File: src/rtl/lbist_pkg.sv
// Shared definitions for the LBIST test-pattern generator.
package lbist_pkg;

  localparam int unsigned LFSR_W = 24;
  localparam logic [LFSR_W-1:0] LFSR_TAPS = 24'hE10000;
  localparam logic [LFSR_W-1:0] DEF_SEED  = 24'h5A5A5A;

  typedef enum logic [1:0] {
    IDLE,
    SHIFT,
    CAPTURE,
    DONE
  } tpg_state_e;

  // Fibonacci step for x^24+x^23+x^22+x^17+1
  function automatic logic [LFSR_W-1:0] lfsr_next(input logic [LFSR_W-1:0] q);
    return {q[LFSR_W-2:0], ^(q & LFSR_TAPS)};
  endfunction

endpackage

File: src/rtl/lfsr24.sv
// 24-bit maximal-length LFSR with seed load; a zero seed is replaced so the
// register can never reach the all-zero lock-up state.
module lfsr24
  import lbist_pkg::*;
#(
  parameter logic [LFSR_W-1:0] SEED = DEF_SEED
) (
  input  logic              clk,
  input  logic              rst_n,
  input  logic              step_en,
  input  logic              load_en,
  input  logic [LFSR_W-1:0] seed_in,
  output logic [LFSR_W-1:0] lfsr_q
);

  logic [LFSR_W-1:0] lfsr_d;

  always_comb begin
    lfsr_d = lfsr_q;
    if (load_en) begin
      lfsr_d = (seed_in == '0) ? SEED : seed_in;
    end else if (step_en) begin
      lfsr_d = lfsr_next(lfsr_q);
    end
  end

  always_ff @(posedge clk or negedge rst_n) begin
    if (!rst_n) begin
      lfsr_q <= SEED;
    end else begin
      lfsr_q <= lfsr_d;
    end
  end

endmodule

File: src/rtl/lbist_tpg.sv
// LBIST pattern generator: shift/capture sequencer and pattern counter around
// the 24-bit LFSR that feeds the phase shifter.
module lbist_tpg
  import lbist_pkg::*;
#(
  parameter int unsigned       SHIFT_LEN = 267,
  parameter int unsigned       PAT_W     = 16,
  parameter logic [LFSR_W-1:0] SEED      = DEF_SEED
) (
  input  logic              clk,
  input  logic              rst_n,
  input  logic              start,
  input  logic              abort,
  input  logic              seed_load,
  input  logic [LFSR_W-1:0] seed_in,
  input  logic [PAT_W-1:0]  n_patterns,
  output logic [LFSR_W-1:0] lfsr_q,
  output logic              scan_en,
  output logic              capture,
  output logic              busy,
  output logic              done,
  output logic [PAT_W-1:0]  pat_cnt
);

  localparam int unsigned CNT_W = 16;

  tpg_state_e       state_q, state_d;
  logic [CNT_W-1:0] shift_cnt_q, shift_cnt_d;
  logic [PAT_W-1:0] pat_cnt_q, pat_cnt_d;
  logic [PAT_W-1:0] n_lat_q, n_lat_d;
  logic             scan_en_q, scan_en_d;
  logic             capture_q, capture_d;
  logic             busy_q, busy_d;
  logic             done_q, done_d;
  logic             lfsr_step;
  logic             lfsr_load;

  lfsr24 #(
    .SEED(SEED)
  ) u_lfsr (
    .clk    (clk),
    .rst_n  (rst_n),
    .step_en(lfsr_step),
    .load_en(lfsr_load),
    .seed_in(seed_in),
    .lfsr_q (lfsr_q)
  );

  always_comb begin
    state_d     = state_q;
    shift_cnt_d = shift_cnt_q;
    pat_cnt_d   = pat_cnt_q;
    n_lat_d     = n_lat_q;
    lfsr_step   = 1'b0;
    lfsr_load   = 1'b0;

    if (abort) begin
      state_d = IDLE;
    end else begin
      unique case (state_q)
        IDLE, DONE: begin
          lfsr_load = seed_load;
          if (start) begin
            n_lat_d     = n_patterns;
            pat_cnt_d   = '0;
            shift_cnt_d = '0;
            state_d     = (n_patterns == '0) ? DONE : SHIFT;
          end
        end
        SHIFT: begin
          lfsr_step   = 1'b1;
          shift_cnt_d = shift_cnt_q + CNT_W'(1);
          if (shift_cnt_q == CNT_W'(SHIFT_LEN - 1)) begin
            state_d = CAPTURE;
          end
        end
        CAPTURE: begin
          pat_cnt_d   = pat_cnt_q + PAT_W'(1);
          shift_cnt_d = '0;
          state_d     = (pat_cnt_d == n_lat_q) ? DONE : SHIFT;
        end
        default: state_d = IDLE;
      endcase
    end

    // Outputs are registered copies of the next-state decode
    scan_en_d = (state_d == SHIFT);
    capture_d = (state_d == CAPTURE);
    busy_d    = (state_d == SHIFT) || (state_d == CAPTURE);
    done_d    = (state_d == DONE);
  end

  always_ff @(posedge clk or negedge rst_n) begin
    if (!rst_n) begin
      state_q     <= IDLE;
      shift_cnt_q <= '0;
      pat_cnt_q   <= '0;
      n_lat_q     <= '0;
      scan_en_q   <= 1'b0;
      capture_q   <= 1'b0;
      busy_q      <= 1'b0;
      done_q      <= 1'b0;
    end else begin
      state_q     <= state_d;
      shift_cnt_q <= shift_cnt_d;
      pat_cnt_q   <= pat_cnt_d;
      n_lat_q     <= n_lat_d;
      scan_en_q   <= scan_en_d;
      capture_q   <= capture_d;
      busy_q      <= busy_d;
      done_q      <= done_d;
    end
  end

  assign scan_en = scan_en_q;
  assign capture = capture_q;
  assign busy    = busy_q;
  assign done    = done_q;
  assign pat_cnt = pat_cnt_q;

endmodule

File: config.mk
export PLATFORM = sky130hd
export DESIGN_NAME = lbist_tpg
export DESIGN_NICKNAME = d
export VERILOG_FILES = /design/src/rtl/lbist_pkg.sv /design/src/rtl/lfsr24.sv /design/src/rtl/lbist_tpg.sv
export SDC_FILE = /design/constraint.sdc
export NUM_CORES = 1
export LEC_CHECK = 0
export ABC_AREA = 1
export CAP_MARGIN = 20
export CORE_UTILIZATION = 47
export DETAILED_ROUTE_END_ITERATION = 12
export GPL_TIMING_DRIVEN = 0
export PLACE_DENSITY = 0.77
export SYNTH_ARGS = -nofsm -noshare
export SYNTH_HDL_FRONTEND = slang
export SYNTH_SLANG_ARGS = --single-unit
File: constraint.sdc
create_clock -name clk -period 2 [get_ports clk]
set_input_delay 0.5 -clock clk [delete_from_list [all_inputs] [get_ports clk]]
set_output_delay 0.5 -clock clk [all_outputs]
set_load 0.02 [all_outputs]
## Word-level counts from Yosys, hierarchy flattened

Cells that the tools add are included.

- Input bits: 45
- Bits in registers: 78
- Output and inout port bits: 44

- Reductions and logical operators: 11
- $add $sub $neg: 2
- Equality and inequality tests: 9
- Bitwise logic cells: 1
- Multiplexer cells: 16

Operators with widths:

| cell | number |
|---|---|
| $mux 24 | 3 |
| $pmux 16 s3 | 1 |
| $add 16x1->16 const B | 2 |
| $pmux 16 s2 | 1 |
| $logic_not 24->1 | 1 |
| $reduce_xor 24->1 | 1 |
| $eq 16x16->1 | 1 |
| $eq 16x9->1 const B | 1 |
| $logic_not 16->1 | 1 |
| $mux 16 | 1 |
| $mux 2 | 5 |
| $eq 2x2->1 const B | 4 |
| $pmux 2 s3 | 1 |
| $reduce_and 3->1 | 2 |
| $eq 2x1->1 const B | 2 |
| $mux 1 | 4 |
| $reduce_bool 2->1 | 2 |
| $logic_not 2->1 | 1 |
| $ne 2x2->1 const B | 1 |
| $reduce_and 2->1 | 1 |
| $reduce_or 2->1 | 1 |
| $logic_or 1x1->1 | 1 |
| $not 1->1 | 1 |

## Logic depth before layout (Yosys ltp)

- Depth after elaboration: 7
- Depth in mapped cells: 16

## By module

From an unflattened synthesis, not the netlist that was laid out.

- Cell total of the unflattened synthesis: 600
- Area total of the unflattened synthesis: 4514.3 µm²

Modules (own cells, without submodules):

| module | cells each | sequential area each (µm²) | area an instance (µm²) | instances |
|---|---|---|---|---|
| lbist_tpg | 398 | 1351.3 | 3138.0 | 1 |
| lfsr24 | 202 | 615.6 | 1376.3 | 1 |

## Worst setup path after synthesis

No wires, ideal clock.

- Path type: register to register
- Start point: reg pat_cnt_q[1], in the netlist pat_cnt[1]
- End point: reg busy_q, in the netlist busy
- Slack: -0.086 ns
- Data arrival time: 2.023 ns
- Cell stages (with the launch flop): 16
- Period minus slack after synthesis: 2.086 ns
- Cell sequence: dfrtp_1 > ha_1 > nand2_1 > nor2_4 > nand2_2 > nand2_1 > nand2_1 > nand2_1 > nand2_1 > nor2_1 > nand3_1 > nor2_1 > nand2_2 > a21oi_2 > ha_1 > inv_1

- Word-level cells in the longest chain between the ends: 7

RTL lines:

| what | RTL line | text |
|---|---|---|
| start, declared | lbist_tpg.sv:29 | `logic [PAT_W-1:0] pat_cnt_q, pat_cnt_d;` |
| start signal, assigned | lbist_tpg.sv:106 | `pat_cnt_q <= pat_cnt_d;` |
| $add 16x1->16 * | lbist_tpg.sv:78 | `pat_cnt_d = pat_cnt_q + PAT_W'(1);` |
| $eq 16x16->1 * | lbist_tpg.sv:80 | `state_d = (pat_cnt_d == n_lat_q) ? DONE : SHIFT;` |
| $mux 2 * | lbist_tpg.sv:80 |  |
| $pmux 2 s3 * | lbist_tpg.sv:60 | `unique case (state_q)` |
| $mux 2 * | lbist_tpg.sv:57 | `if (abort) begin` |
| via state_d[1] | lbist_tpg.sv:27 | `tpg_state_e state_q, state_d;` |
| $eq 2x1->1 or $eq 2x2->1 (tied branches) | lbist_tpg.sv:89 | `busy_d = (state_d == SHIFT) \|\| (state_d == CAPTURE);` |
| $logic_or 1x1->1 * | lbist_tpg.sv:89 |  |
| via busy_d | lbist_tpg.sv:33 | `logic busy_q, busy_d;` |
| end signal, assigned | lbist_tpg.sv:110 | `busy_q <= busy_d;` |
| end, declared | lbist_tpg.sv:33 |  |

The timed path passes the listed nets; every way through them passes the cells marked *.
A chain may end at the register's enable or synchronous reset.

## Worst setup path in the final report

- Start point: reg pat_cnt_q[0], in the netlist pat_cnt[0]
- End point: reg busy_q, in the netlist busy

Same word-level chain as after synthesis.

==> impl_metrics.xml <==
<?xml version="1.0" encoding="UTF-8"?>
<metrics>
  <group name="place">
    <metric name="globalplace.congestion" unit="">0.8561</metric>
    <metric name="detailedPlacementHpwl" unit="µm">8948</metric>
    <metric name="placedCellCount" unit="">778</metric>
    <metric name="port_buffers" unit="">88</metric>
    <metric name="worst_slack_after_detailed_placement" unit="ns">-0.5459</metric>
  </group>
  <group name="clock_tree">
    <metric name="htree_levels" unit="">3</metric>
    <metric name="ctsRootBufferMaster" unit="">sky130_fd_sc_hd__clkbuf_8</metric>
    <metric name="numClockSinks" unit="">78</metric>
    <metric name="cts_buf_count" unit="">9</metric>
    <metric name="cts_tree" unit="">done</metric>
    <metric name="max_clock_buf_depth" unit="">2</metric>
    <metric name="clkTransAtPathRegs" unit="ns">0.09</metric>
    <metric name="clk-insertion-delay-late" unit="ns">0.37</metric>
  </group>
  <group name="setup_path">
    <metric name="criticalPathCategory" unit="">flip-flop to flip-flop</metric>
    <metric name="cpMaxStageDelayCell" unit="">sky130_fd_sc_hd__dfrtp_2</metric>
    <metric name="cp_top_family" unit="">simple AND/OR/NAND/NOR gates</metric>
    <metric name="required_time_at_the_endpoint_of_the_critical_path" unit="ns">2.31</metric>
    <metric name="cp_num_buf_inv" unit="">1</metric>
    <metric name="worst_setup_path_end_kind" unit="">flip-flop</metric>
    <metric name="timing.critical_path.fanout_max" unit="">4</metric>
    <metric name="cell_by_cell_trace_of_the_critical_path" unit="">ha_2, nand2_2, nor2_4, nand2_2, nand2_1, nand2_1, nand2_1, nand2_1, nor2_1, nand3_1, nor2_1, nand2_2, a21oi_4, ha_4, inv_1</metric>
    <metric name="cp-start-kind" unit="">flip-flop</metric>
    <metric name="critical_path_arrival" unit="ns">2.44</metric>
    <metric name="slowest_delay" unit="ns">0.39</metric>
    <metric name="critPathMostFrequentCell" unit="">sky130_fd_sc_hd__nand2_1</metric>
  </group>
  <group name="sta">
    <metric name="tightest_slew" unit="ns">0.5245</metric>
    <metric name="post-route-worst-setup-slack" unit="ns">-0.1237</metric>
    <metric name="period_share" unit="%">106.2</metric>
    <metric name="timing.max_slew.rel_slack" unit="%">65.04</metric>
    <metric name="setup_viol" unit="">4</metric>
    <metric name="rsz0062_at_grt" unit="">yes</metric>
    <metric name="skew" unit="ns">0.01028</metric>
    <metric name="max_freq" unit="GHz">0.4709</metric>
    <metric name="slew_viol_final" unit="">0</metric>
    <metric name="post-route-min-period" unit="ns">2.124</metric>
    <metric name="final-hold-violation-count" unit="">0</metric>
  </group>
  <group name="drt">
    <metric name="via_count" unit="">4384</metric>
    <metric name="routed_via_density" unit="">5.426</metric>
    <metric name="drt_first_iter_violations" unit="">230</metric>
    <metric name="1st_pass_router_iterations" unit="">5</metric>
    <metric name="ant_nets" unit="">0</metric>
    <metric name="drcViolationCount" unit="">0</metric>
    <metric name="post_detailed_route_wirelength_per_cell" unit="µm">15.54</metric>
    <metric name="finalWirelength" unit="µm">12560</metric>
  </group>
  <group name="grt">
    <metric name="grt_max_degree" unit="">64</metric>
    <metric name="first_global_vias" unit="">4258</metric>
    <metric name="grt_antenna_before_repair" unit="">0</metric>
    <metric name="grt.total_usage" unit="%">26.01</metric>
    <metric name="first_pass_grt_wire_length" unit="µm">20100</metric>
    <metric name="grt_overflow_total" unit="">0</metric>
  </group>
  <group name="finish">
    <metric name="design.final.nets" unit="">727</metric>
    <metric name="layout.core_utilization" unit="%">64.81</metric>
    <metric name="seqCellArea" unit="µm²">1972</metric>
    <metric name="fillCellCount" unit="">775</metric>
    <metric name="final_common_cell" unit="">sky130_fd_sc_hd__nand2_1</metric>
    <metric name="fin_cells" unit="">808</metric>
    <metric name="area_occupied_by_multi_input_gates" unit="µm²">2331</metric>
    <metric name="layout.cells.most_common_list" unit="">sky130_fd_sc_hd__nand2_1, sky130_fd_sc_hd__clkdlybuf4s50_1, sky130_fd_sc_hd__dfrtp_1, sky130_fd_sc_hd__inv_1, sky130_fd_sc_hd__nor2_1</metric>
    <metric name="antenna_cells" unit="">0</metric>
    <metric name="drive_above_1_share" unit="%">17.67</metric>
    <metric name="syn_to_final_growth" unit="%">33.91</metric>
  </group>
  <group name="run_status">
    <metric name="run_status" unit="">complete, but fails checks</metric>
    <metric name="violations" unit="">negative setup slack</metric>
  </group>
  <group name="synthesis">
    <metric name="synth_fp_nets" unit="">613</metric>
    <metric name="post_synthesis_compound_gate_area_fraction" unit="%">11.56</metric>
    <metric name="synth_top_area_share" unit="%">36.93</metric>
    <metric name="postSynthRegisterBits" unit="">78</metric>
    <metric name="yosysSeqAreaShare" unit="%">43.98</metric>
    <metric name="post-synth-top-area-cell" unit="">sky130_fd_sc_hd__dfrtp_1</metric>
    <metric name="synth_area_per_cell" unit="µm²">7.985</metric>
    <metric name="synthArstFlopShare" unit="%">100.0</metric>
    <metric name="syn_area" unit="µm²">4472</metric>
    <metric name="synth_top_family_by_area" unit="">simple AND/OR/NAND/NOR gates</metric>
    <metric name="yosys-mux-area-fraction" unit="%">1.763</metric>
    <metric name="synth_enable_flop_cells" unit="">0</metric>
    <metric name="post_synth_fa_ha_maj_area_fraction" unit="%">2.238</metric>
    <metric name="post_synth_main_area_contributors" unit="">sky130_fd_sc_hd__dfrtp_1, sky130_fd_sc_hd__nand2_1, sky130_fd_sc_hd__dfstp_2, sky130_fd_sc_hd__inv_1, sky130_fd_sc_hd__nand3_1</metric>
    <metric name="synth_xor_xnor_area_share" unit="%">1.483</metric>
    <metric name="ys_warn_count" unit="">0</metric>
    <metric name="synthesis.instances" unit="">560</metric>
    <metric name="yosys_most_used_dff" unit="">sky130_fd_sc_hd__dfrtp_1</metric>
    <metric name="synth_simple_gate_area_share" unit="%">32.43</metric>
    <metric name="netlist-cell-type-count" unit="">43</metric>
  </group>
  <group name="power_and_ir_drop">
    <metric name="cellPowerDensity" unit="nW/µm²">1148</metric>
    <metric name="p_leak" unit="nW">2.743</metric>
    <metric name="irDropWorstVdd" unit="V">0.0007375</metric>
  </group>
  <group name="die">
    <metric name="die_height" unit="µm">99.54</metric>
    <metric name="floorplan.die_area" unit="µm²">9908</metric>
    <metric name="initial_utilization" unit="%">48.40</metric>
    <metric name="floorplan.io_pins" unit="">89</metric>
    <metric name="die_width" unit="µm">99.54</metric>
    <metric name="core_area" unit="µm²">9240</metric>
    <metric name="rows" unit="">35</metric>
  </group>
  <group name="worst_hold_path">
    <metric name="hold_path.class" unit="">input port to async pin</metric>
  </group>
  <group name="flow_run">
    <metric name="max_cap_violations" unit="">0</metric>
  </group>
</metrics>
[report_power, final]
group	internal (W)	switching, W
clock network	0.000617	0.000675
registers	0.00216	0.000398
logic	0.00131	0.00172
total	0.00409	0.00279
[layout make-up]
class,instances,share of cell area [%]
multi-input combinational,406,38.93
sequential,78,32.93
timing repair buffer,103,16.86
inverter,62,3.886
tap,129,2.695
clock buffer,10,2.298
buffer,14,1.233
clock inverter,6,1.170
[sequential cells by signal (all words and copies together), names as in the netlist]
register / count
u_lfsr.lfsr_q: 24
n_lat_q: 16
shift_cnt_q: 16
done: 1
busy: 1
state_q: 2
scan_en: 1
pat_cnt: 16
capture: 1
[stage by stage]
step	power [W]	instance area, µm²	setup TNS (ns)	hold WS, ns
6_report	0.006875	5988	-0.1761	0.5171
5_1_grt	0.007270	5988	-1.006	0.5435
4_1_cts	0.006786	5856	-0.1463	0.5075
3_5_place_dp	0.005472	5542	-22.42	0.3831
3_3_place_gp	0.005380	5517	-191.67	0.4909
2_1_floorplan	0.004275	4474	0	0.2044
[repair_timing]
action,CTS,global route
hold buffers,1,0
setup buffers,8,5
pin swaps,5,9
resized for setup,27,27
endpoints found under the hold margin,12,0
endpoints found under the setup margin,47,38
[final timing paths]
check | start | to | slack [ns] | depth (start not counted)
min reg2reg | u_lfsr.lfsr_q[19] | u_lfsr.lfsr_q[19] | 0.52 | 2
min | rst_n | pat_cnt[3] | 0.52 | 2
max | pat_cnt[0] | busy | -0.12 | 15
min in group clk | u_lfsr.lfsr_q[19] | u_lfsr.lfsr_q[19] | 0.52 | 2
max in group asynchronous | rst_n | u_lfsr.lfsr_q[6] | 0.84 | 3
max reg2reg | pat_cnt[0] | busy | -0.12 | 15
[cells in the mapped netlist, types with 3 or more instances]
master / count
sky130_fd_sc_hd__buf_2: 6
sky130_fd_sc_hd__a32oi_1: 5
sky130_fd_sc_hd__nor2_1: 47
sky130_fd_sc_hd__nor3_1: 6
sky130_fd_sc_hd__nand3b_1: 9
sky130_fd_sc_hd__mux2_2: 7
sky130_fd_sc_hd__nand4_1: 15
sky130_fd_sc_hd__nand3_2: 5
sky130_fd_sc_hd__nand2_2: 4
sky130_fd_sc_hd__nor4_1: 11
sky130_fd_sc_hd__clkbuf_1: 7
sky130_fd_sc_hd__dfrtp_1: 66
sky130_fd_sc_hd__xor2_1: 3
sky130_fd_sc_hd__o21a_1: 6
sky130_fd_sc_hd__dfstp_2: 12
sky130_fd_sc_hd__nor2_4: 4
sky130_fd_sc_hd__o21ai_1: 4
sky130_fd_sc_hd__o22ai_1: 8
sky130_fd_sc_hd__inv_1: 56
sky130_fd_sc_hd__a31oi_1: 10
sky130_fd_sc_hd__nand2_1: 135
sky130_fd_sc_hd__nand3_1: 39
sky130_fd_sc_hd__inv_2: 5
sky130_fd_sc_hd__o21ai_0: 30
sky130_fd_sc_hd__a21oi_1: 19
sky130_fd_sc_hd__ha_1: 8
sky130_fd_sc_hd__nor2_2: 11
[kinds of logic after synthesis]
logic type,count (synthesis)
AO/OA/AOI/OAI,88
multiplexers,7
adder cells (fa/ha/maj),8
XOR/XNOR,6
AND/OR/NAND/NOR,297
flip-flops,78
buffers and inverters,76
[routing by layer]
layer / part of all wire [%] / GRT usage, %
met5: 0 / 0
met4: 1.4 / 8.597
met3: 7.1 / 7.027
met2: 50 / 44.02
met1: 42 / 32.23
No activity file was read; power rests on OpenSTA's default activity.
